## config.mk

```make
export PLATFORM = sky130hd
export DESIGN_NAME = rs_syndrome
export DESIGN_NICKNAME = d
export VERILOG_FILES = /design/src/rtl/rs_pkg.sv /design/src/rtl/rs_gfmul_alpha.sv /design/src/rtl/rs_syndrome.sv
export SDC_FILE = /design/constraint.sdc
export NUM_CORES = 1
export LEC_CHECK = 0
export CORE_MARGIN = 3
export CORE_UTILIZATION = 35
export CTS_CLUSTER_SIZE = 12
export DETAILED_ROUTE_END_ITERATION = 16
export HOLD_SLACK_MARGIN = 0.05
export PLACE_DENSITY = 0.58
export SYNTH_ARGS = -nofsm -noshare
export SYNTH_HDL_FRONTEND = slang
export SYNTH_SLANG_ARGS = --single-unit
```

## constraint.sdc

```tcl
create_clock -name clk -period 5.35 [get_ports clk]
set_input_delay 1.07 -clock clk [delete_from_list [all_inputs] [get_ports clk]]
set_output_delay 1.07 -clock clk [all_outputs]
set_load 0.1 [all_outputs]
```

## src/rtl/rs_pkg.sv

```systemverilog
// Shared GF(256) definitions for the 4-parity Reed-Solomon receive path.
// Field polynomial 0x11d, primitive element alpha = 0x02.
package rs_pkg;

  localparam logic [8:0] GF_POLY = 9'h11d;
  localparam int         NSYM    = 4;

  typedef logic [7:0] sym_t;

  localparam sym_t ALPHA_POW [0:15] = '{
    8'h01, 8'h02, 8'h04, 8'h08, 8'h10, 8'h20, 8'h40, 8'h80,
    8'h1d, 8'h3a, 8'h74, 8'he8, 8'hcd, 8'h87, 8'h13, 8'h26
  };

  // Multiply by alpha: shift left, fold the x^8 term back with the field polynomial.
  function automatic sym_t gf_xtime(input sym_t a);
    sym_t r;
    r = {a[6:0], 1'b0};
    if (a[7]) begin
      r = r ^ GF_POLY[7:0];
    end else begin
      r = r;
    end
    return r;
  endfunction

endpackage

```

## src/rtl/rs_gfmul_alpha.sv

```systemverilog
// Combinational GF(256) multiply of one symbol by the constant alpha^POWER.
module rs_gfmul_alpha
  import rs_pkg::*;
#(
  parameter int POWER = 1
) (
  input  logic [7:0] a_i,
  output logic [7:0] p_o
);

  // Repeated xtime; POWER is a constant so this unrolls into a fixed XOR network.
  always_comb begin
    p_o = a_i;
    for (int i = 0; i < POWER; i++) begin
      p_o = gf_xtime(p_o);
    end
  end

endmodule

```

## src/rtl/rs_syndrome.sv

```systemverilog
// Horner-form syndrome calculator S_j = r(alpha^j), j = 0..3, for a streamed
// RS(n, n-4) codeword, highest-degree symbol first, with length checking.
module rs_syndrome
  import rs_pkg::*;
#(
  parameter int MAX_LEN = 255
) (
  input  logic       clk,
  input  logic       nrst,
  input  logic       in_valid,
  input  logic       in_last,
  input  logic [7:0] in_data,
  output logic [7:0] synd0,
  output logic [7:0] synd1,
  output logic [7:0] synd2,
  output logic [7:0] synd3,
  output logic       synd_valid,
  output logic       synd_nz,
  output logic       len_err,
  output logic [8:0] frame_len
);

  localparam logic [8:0] MAX_LEN_W = 9'(MAX_LEN);
  localparam logic [8:0] CNT_SAT   = 9'd256;
  localparam logic [8:0] MIN_LEN   = 9'd5;

  logic [NSYM-1:0][7:0] acc_q, acc_d, acc_mul_s;
  logic [NSYM-1:0][7:0] synd_q, synd_d;
  logic [8:0]           cnt_q, cnt_d;
  logic [8:0]           frame_len_q, frame_len_d;
  logic                 first_q, first_d;
  logic                 synd_valid_q, synd_valid_d;
  logic                 synd_nz_q, synd_nz_d;
  logic                 len_err_q, len_err_d;

  assign acc_mul_s[0] = acc_q[0];

  for (genvar j = 1; j < NSYM; j++) begin : g_mul
    rs_gfmul_alpha #(.POWER(j)) u_mul (
      .a_i (acc_q[j]),
      .p_o (acc_mul_s[j])
    );
  end

  // Next-state: Horner step per accepted symbol, result capture on in_last.
  always_comb begin
    acc_d        = acc_q;
    cnt_d        = cnt_q;
    first_d      = first_q;
    synd_d       = synd_q;
    synd_valid_d = 1'b0;
    synd_nz_d    = synd_nz_q;
    len_err_d    = len_err_q;
    frame_len_d  = frame_len_q;
    if (in_valid) begin
      for (int j = 0; j < NSYM; j++) begin
        acc_d[j] = first_q ? in_data : (acc_mul_s[j] ^ in_data);
      end
      if (first_q) begin
        cnt_d = 9'd1;
      end else if (cnt_q == CNT_SAT) begin
        cnt_d = cnt_q;
      end else begin
        cnt_d = cnt_q + 9'd1;
      end
      if (in_last) begin
        synd_d       = acc_d;
        synd_valid_d = 1'b1;
        synd_nz_d    = |acc_d;
        len_err_d    = (cnt_d < MIN_LEN) || (cnt_d > MAX_LEN_W);
        frame_len_d  = cnt_d;
        first_d      = 1'b1;
      end else begin
        first_d      = 1'b0;
      end
    end else begin
      first_d = first_q;
    end
  end

  // State and output registers; reset discards any partial codeword.
  always_ff @(posedge clk or negedge nrst) begin
    if (!nrst) begin
      acc_q        <= '0;
      cnt_q        <= 9'd0;
      first_q      <= 1'b1;
      synd_q       <= '0;
      synd_valid_q <= 1'b0;
      synd_nz_q    <= 1'b0;
      len_err_q    <= 1'b0;
      frame_len_q  <= 9'd0;
    end else begin
      acc_q        <= acc_d;
      cnt_q        <= cnt_d;
      first_q      <= first_d;
      synd_q       <= synd_d;
      synd_valid_q <= synd_valid_d;
      synd_nz_q    <= synd_nz_d;
      len_err_q    <= len_err_d;
      frame_len_q  <= frame_len_d;
    end
  end

  assign synd0      = synd_q[0];
  assign synd1      = synd_q[1];
  assign synd2      = synd_q[2];
  assign synd3      = synd_q[3];
  assign synd_valid = synd_valid_q;
  assign synd_nz    = synd_nz_q;
  assign len_err    = len_err_q;
  assign frame_len  = frame_len_q;

endmodule
```

**Word-level counts from Yosys, hierarchy flattened**

Index checks and enable logic that the tools add are counted.

- Bits in registers: 86
- Input bits: 12
- Output and inout bits: 44

- Add/sub/neg operators: 1
- Order comparisons: 2
- Eq/ne operators: 1
- Muxes and demuxes: 15
- Bitwise gates (word level): 10
- Reductions and logical operators: 3

Operators by type and width:

| cell | number |
|---|---|
| 8-bit two-way mux | 4 |
| 32-bit OR reduction | 1 |
| 8-bit bitwise XOR | 4 |
| 5-bit two-way mux | 6 |
| 9-bit two-way mux | 3 |
| 4-bit NOT | 6 |
| 9-bit by 1-bit adder with 9-bit output (second input constant) | 1 |
| 9-bit equality test (second input constant) | 1 |
| 9-bit by 8-bit greater-than comparator with 1-bit output (second input constant) | 1 |
| 9-bit by 3-bit < comparator with 1-bit output (second input constant) | 1 |
| 1-bit two-way mux | 2 |
| 2-bit AND reduction | 1 |
| 1-bit logical OR | 1 |

**Longest topological paths before layout**

- Depth in word-level cells: 9
- Mapped depth: 8
- Mapped depth without buffers: 7

**Cells and area by module**

Synthesis repeated with hierarchy kept, for this count alone.

- Cells, all modules: 538
- Area, all modules: 4,865.9 sq um

Modules (own cells, without submodules):

| module | times used | cells each | area an instance (sq um) | sequential area each (sq um) |
|---|---|---|---|---|
| rs_syndrome | 1 | 511 | 4,614.4 | 2,153.3 |
| rs_gfmul_alpha at g_mul[2].u_mul | 1 | 8 | 95.1 | 0.0 |
| rs_gfmul_alpha at g_mul[3].u_mul | 1 | 11 | 92.6 | 0.0 |
| rs_gfmul_alpha at g_mul[1].u_mul | 1 | 8 | 63.8 | 0.0 |

**Least setup slack after synthesis**

OpenSTA, ideal clock, no wires.

- Path type: in2reg
- From: input in_data[3]
- To: register synd_nz_q (netlist: synd_nz)
- Library setup time: 0.134 ns
- Arrival: 2.264 ns
- Data required time: 5.216 ns
- Setup slack: 2.952 ns
- Stages: 7
- Path buffers: 1
- Cell sequence: buf_4 -> nand2_1 -> or4_1 -> a21oi_1 -> o22ai_1 -> nor4_2 -> a31oi_1

- Longest elaborated chain between the ends: 3
- Elaborated cells between the ends (all ways): 9
- Those cells by class: mux: 4; bitwise: 4; reduce/logical: 1

Ends and longest elaborated chain:

| what | line | text |
|---|---|---|
| start: declaration | rs_syndrome.sv:12 | `input logic [7:0] in_data,` |
| 8-bit bitwise XOR | rs_syndrome.sv:57 | `acc_d[j] = first_q ? in_data : (acc_mul_s[j] ^ in_data);` |
| 8-bit two-way mux | rs_syndrome.sv:57 |  |
| 32-bit OR reduction * | rs_syndrome.sv:69 | `synd_nz_d = \|acc_d;` |
| end signal: assignment | rs_syndrome.sv:98 | `synd_nz_q <= synd_nz_d;` |
| end: declaration | rs_syndrome.sv:33 | `logic synd_nz_q, synd_nz_d;` |

Every way passes the cells marked *; elsewhere a longest branch is shown, timed or not.
A chain may end at the register's enable or synchronous reset.

**Final worst setup path**

- From: register synd_nz_q (netlist: synd_nz)
- To: output synd_nz

RTL lines:

| what | line | text |
|---|---|---|
| end: declaration | rs_syndrome.sv:18 | `output logic synd_nz,` |

No word-level cell between the ends.

==> out/results.tsv <==
metric	value	unit
status	complete, no violations	
Area Growth Syn to Fin	19.8	%
CP endpoint kind	primary output	
die extent in x	122	um
number of distinct library cells after synthesis	55	
register area share after synthesis	45.7	%
Final period util	55.0	%
Cells after Synth	525	
GPL Wtd Cong	0.835	
P_sw	1.36	mW
final hold vios	0	
WP buf/inv	1	
Seq cells post-synth	86	
routing usage on met1	21.2	%
R2R Setup Slk	2880	ps
CP top delay family	buffers and inverters	
final worst slack	2410	ps
Peak VDD IR	0.000207	V
M3 GR Usage	4.27	%
post-synth top area cell	dfrtp_1	
total die area	0.0149	sq mm
power share of the clock group	23.9	%
clk sinks	86	
compound-gate portion of the synthesized area	16.9	%
H-tree levels	3	
Max-Cap Viols	0	
I/O pin count	56	
placed insts	711	
GRT overflow	0	
initial DRC count	201	
post-route ant nets	0	
GR Util met2	25.2	%
slowest CP cell	clkdlybuf4s50_1	
vias in the first global route	3597	
switch share	44.8	%
largest family of logic cells by synthesized area	simple AND/OR/NAND/NOR gates	
Die Ht	122	um
RSZ-0062 raised after global routing	false	
mapped cell area	0.00471	sq mm
post-synthesis adder-cell area fraction	0.531	%
largest net degree at the start of global routing	81	
Post-CTS Setup Bufs	0	
1st-pass router iterations	5	
Post-CTS Hold Buffers	0	
Setup crit end	synd_nz	
WS Path Type	reg2out	
slowest stage delay, CP	1150	ps
Comb power frac	44.5	%
CTS tree	built	
WP depth	1	
WP data required	4280	ps
Most used DFF post-synth	dfrtp_1	
power per cell area	539	mW/mm^2
Critical Path AT	1870	ps
GR peak layer	met2	
reg2reg start	first_q	
Final setup viols	0	
Post-synth ARST share	100	%
PortBufs	55	
nets	564	
Pint	1.68	mW
max-slew violations	0	
Layout Skew	5.57	ps
Worst Setup SP	synd_nz	
post-synthesis mux area share	2.31	%
total number of vias	3694	
Syn Nets	539	
clock-pin transition on the worst setup and hold timing paths	60	ps
dpl ws	2140	ps
critical path launch point type	flip-flop	
Avg Cell Area, Syn	8.98	sq um
largest cells by area after synthesis	dfrtp_1 (45%), xnor2_1 (9.3%), nor2_1 (5.8%)	
Starting Density	36.6	%
synthesized-area fraction occupied by and/or/nand/nor cells	18.3	%
Worst Reg-to-Reg Cells	5	
initial antenna violation count	0	
Core Box Area	0.0129	sq mm
Num CTS Buffers	9	
total negative slack	0	ps
vias per inst	5.08	
Static Leakage	2.24	nW
Finished Layout Cells	727	
wire length per cell	15.3	um
layout cells sized above 1	6.13	%
root buf cell	clkbuf_16	
Post-CTS Resized	0	
clk_lat worst skew	350	ps
Yosys warnings	0	
dpl hpwl	7610	um
Filler Cell Count	1272	
worst hold path depth	2	
Hold Path Class	reg2reg	
FF-to-FF End	synd_nz	
xor/xnor share of the synthesized area	11.4	%
CP Cell Sequence	clkdlybuf4s50_1	
number of synthesized flops with an enable pin	0	
ant diodes	0	
Tmin final	2940	ps
worst-margin pin slew	992	ps
CP max FO	2	
Sequential Power Share	31.7	%
first-pass GRT wire length	18600	um
Yosys top cell area share	45.1	%
final wirelength	11100	um
GRT Util Overall	15.9	%
fmax	340	MHz
row cnt	41	
Worst slew margin	33.7	%
Post-route DRC	0	
Clock Path Buffers	2	
worst min path at each step:
stage / startpoint / to / slack (ps)
floorplan: acc_q[24] / acc_q[24] / 510
global placement: synd1[0] / synd1[0] / 460
detailed placement: frame_len[8] / frame_len[8] / 470
CTS: synd1[5] / synd1[5] / 480
global route: synd3[6] / synd3[6] / 510
finish: synd2[2] / synd2[2] / 480
stage by stage:
stage / util, % / hold slack [ps] / power, mW / instance area, sq um
floorplan: - / 506 / 2.02 / 4710
global placement: 41.1 / 463 / 2.32 / 5300
detailed placement: 41.1 / 470 / 2.34 / 5300
CTS: 43.8 / 484 / 3.08 / 5640
global route: 43.8 / 507 / 3.21 / 5640
finish: 43.8 / 475 / 3.04 / 5640
power by group through the flow:
stage	registers, mW	clock network, mW	logic (mW)
2_1_floorplan	1.48	0	0.539
6_report	0.963	0.727	1.35
5_1_grt	0.991	0.769	1.45
3_5_place_dp	0.973	0	1.36
4_1_cts	0.964	0.747	1.37
3_3_place_gp	0.967	0	1.35
per-layer routing:
layer	share of wire (%)	up-vias
li1	-	1839
met1	46	1751
met2	47	88
met3	4.8	16
met4	1.9	0
met5	0	-
cells by family after synthesis:
family	count (synthesis)
multiplexers	10
flip-flops	86
buffers and inverters	51
AO/OA/AOI/OAI	132
XOR/XNOR	60
adder cells (fa/ha/maj)	2
AND/OR/NAND/NOR	184
Yosys cell counts (2+ instances only):
cell type,number
a21oi_1,40
a22oi_1,2
a311oi_1,8
a31oi_1,10
buf_1,7
buf_2,9
buf_4,2
buf_6,2
clkbuf_1,23
clkbuf_2,2
dfrtp_1,85
ha_1,2
inv_1,5
mux2_2,7
mux2i_1,3
nand2_1,51
nand3_1,7
nand4_1,3
nor2_1,73
nor2b_1,26
nor3_1,5
nor4bb_1,6
o21a_1,2
o21ai_0,44
o21ai_1,2
o22ai_1,2
o31ai_1,6
o32a_1,2
o32ai_1,4
or3_1,3
xnor2_1,50
xor2_1,9
layout by cell type (no fill, tap or decap), drive strengths merged, types with 3 or more instances in the layout:
cell type	n
clkbuf	10
nor2	73
nand2	52
buf	6
o31ai	6
nor3	5
or3	3
nor2b	26
clkdlybuf4s50	53
a31oi	10
bufinv	3
mux2i	3
mux2	7
nor4bb	6
a311oi	8
inv	6
nand3	7
xnor2	50
nand4	3
a21oi	40
o32ai	4
dfrtp	85
clkinv	3
xor2	9
o21ai	46
registers in the layout, indices dropped and copies added, names as in the netlist, 8 cells and up:
name       cells
synd0          8
synd1          8
acc_q         24
synd3          8
frame_len      9
synd2          8
cnt_q          9
acc_mul_s      8
cell type report:
cell class	count	area, sq um	area share [%]
timing repair buffer	59	573	10.2
clock buffer	10	239	4.24
sequential	86	2150	38.2
clock inverter	6	109	1.93
tap	172	215	3.81
inverter	6	22.5	0.399
multi-input combinational	388	2330	41.3
Note: power is estimated with default switching activity, not from simulation.
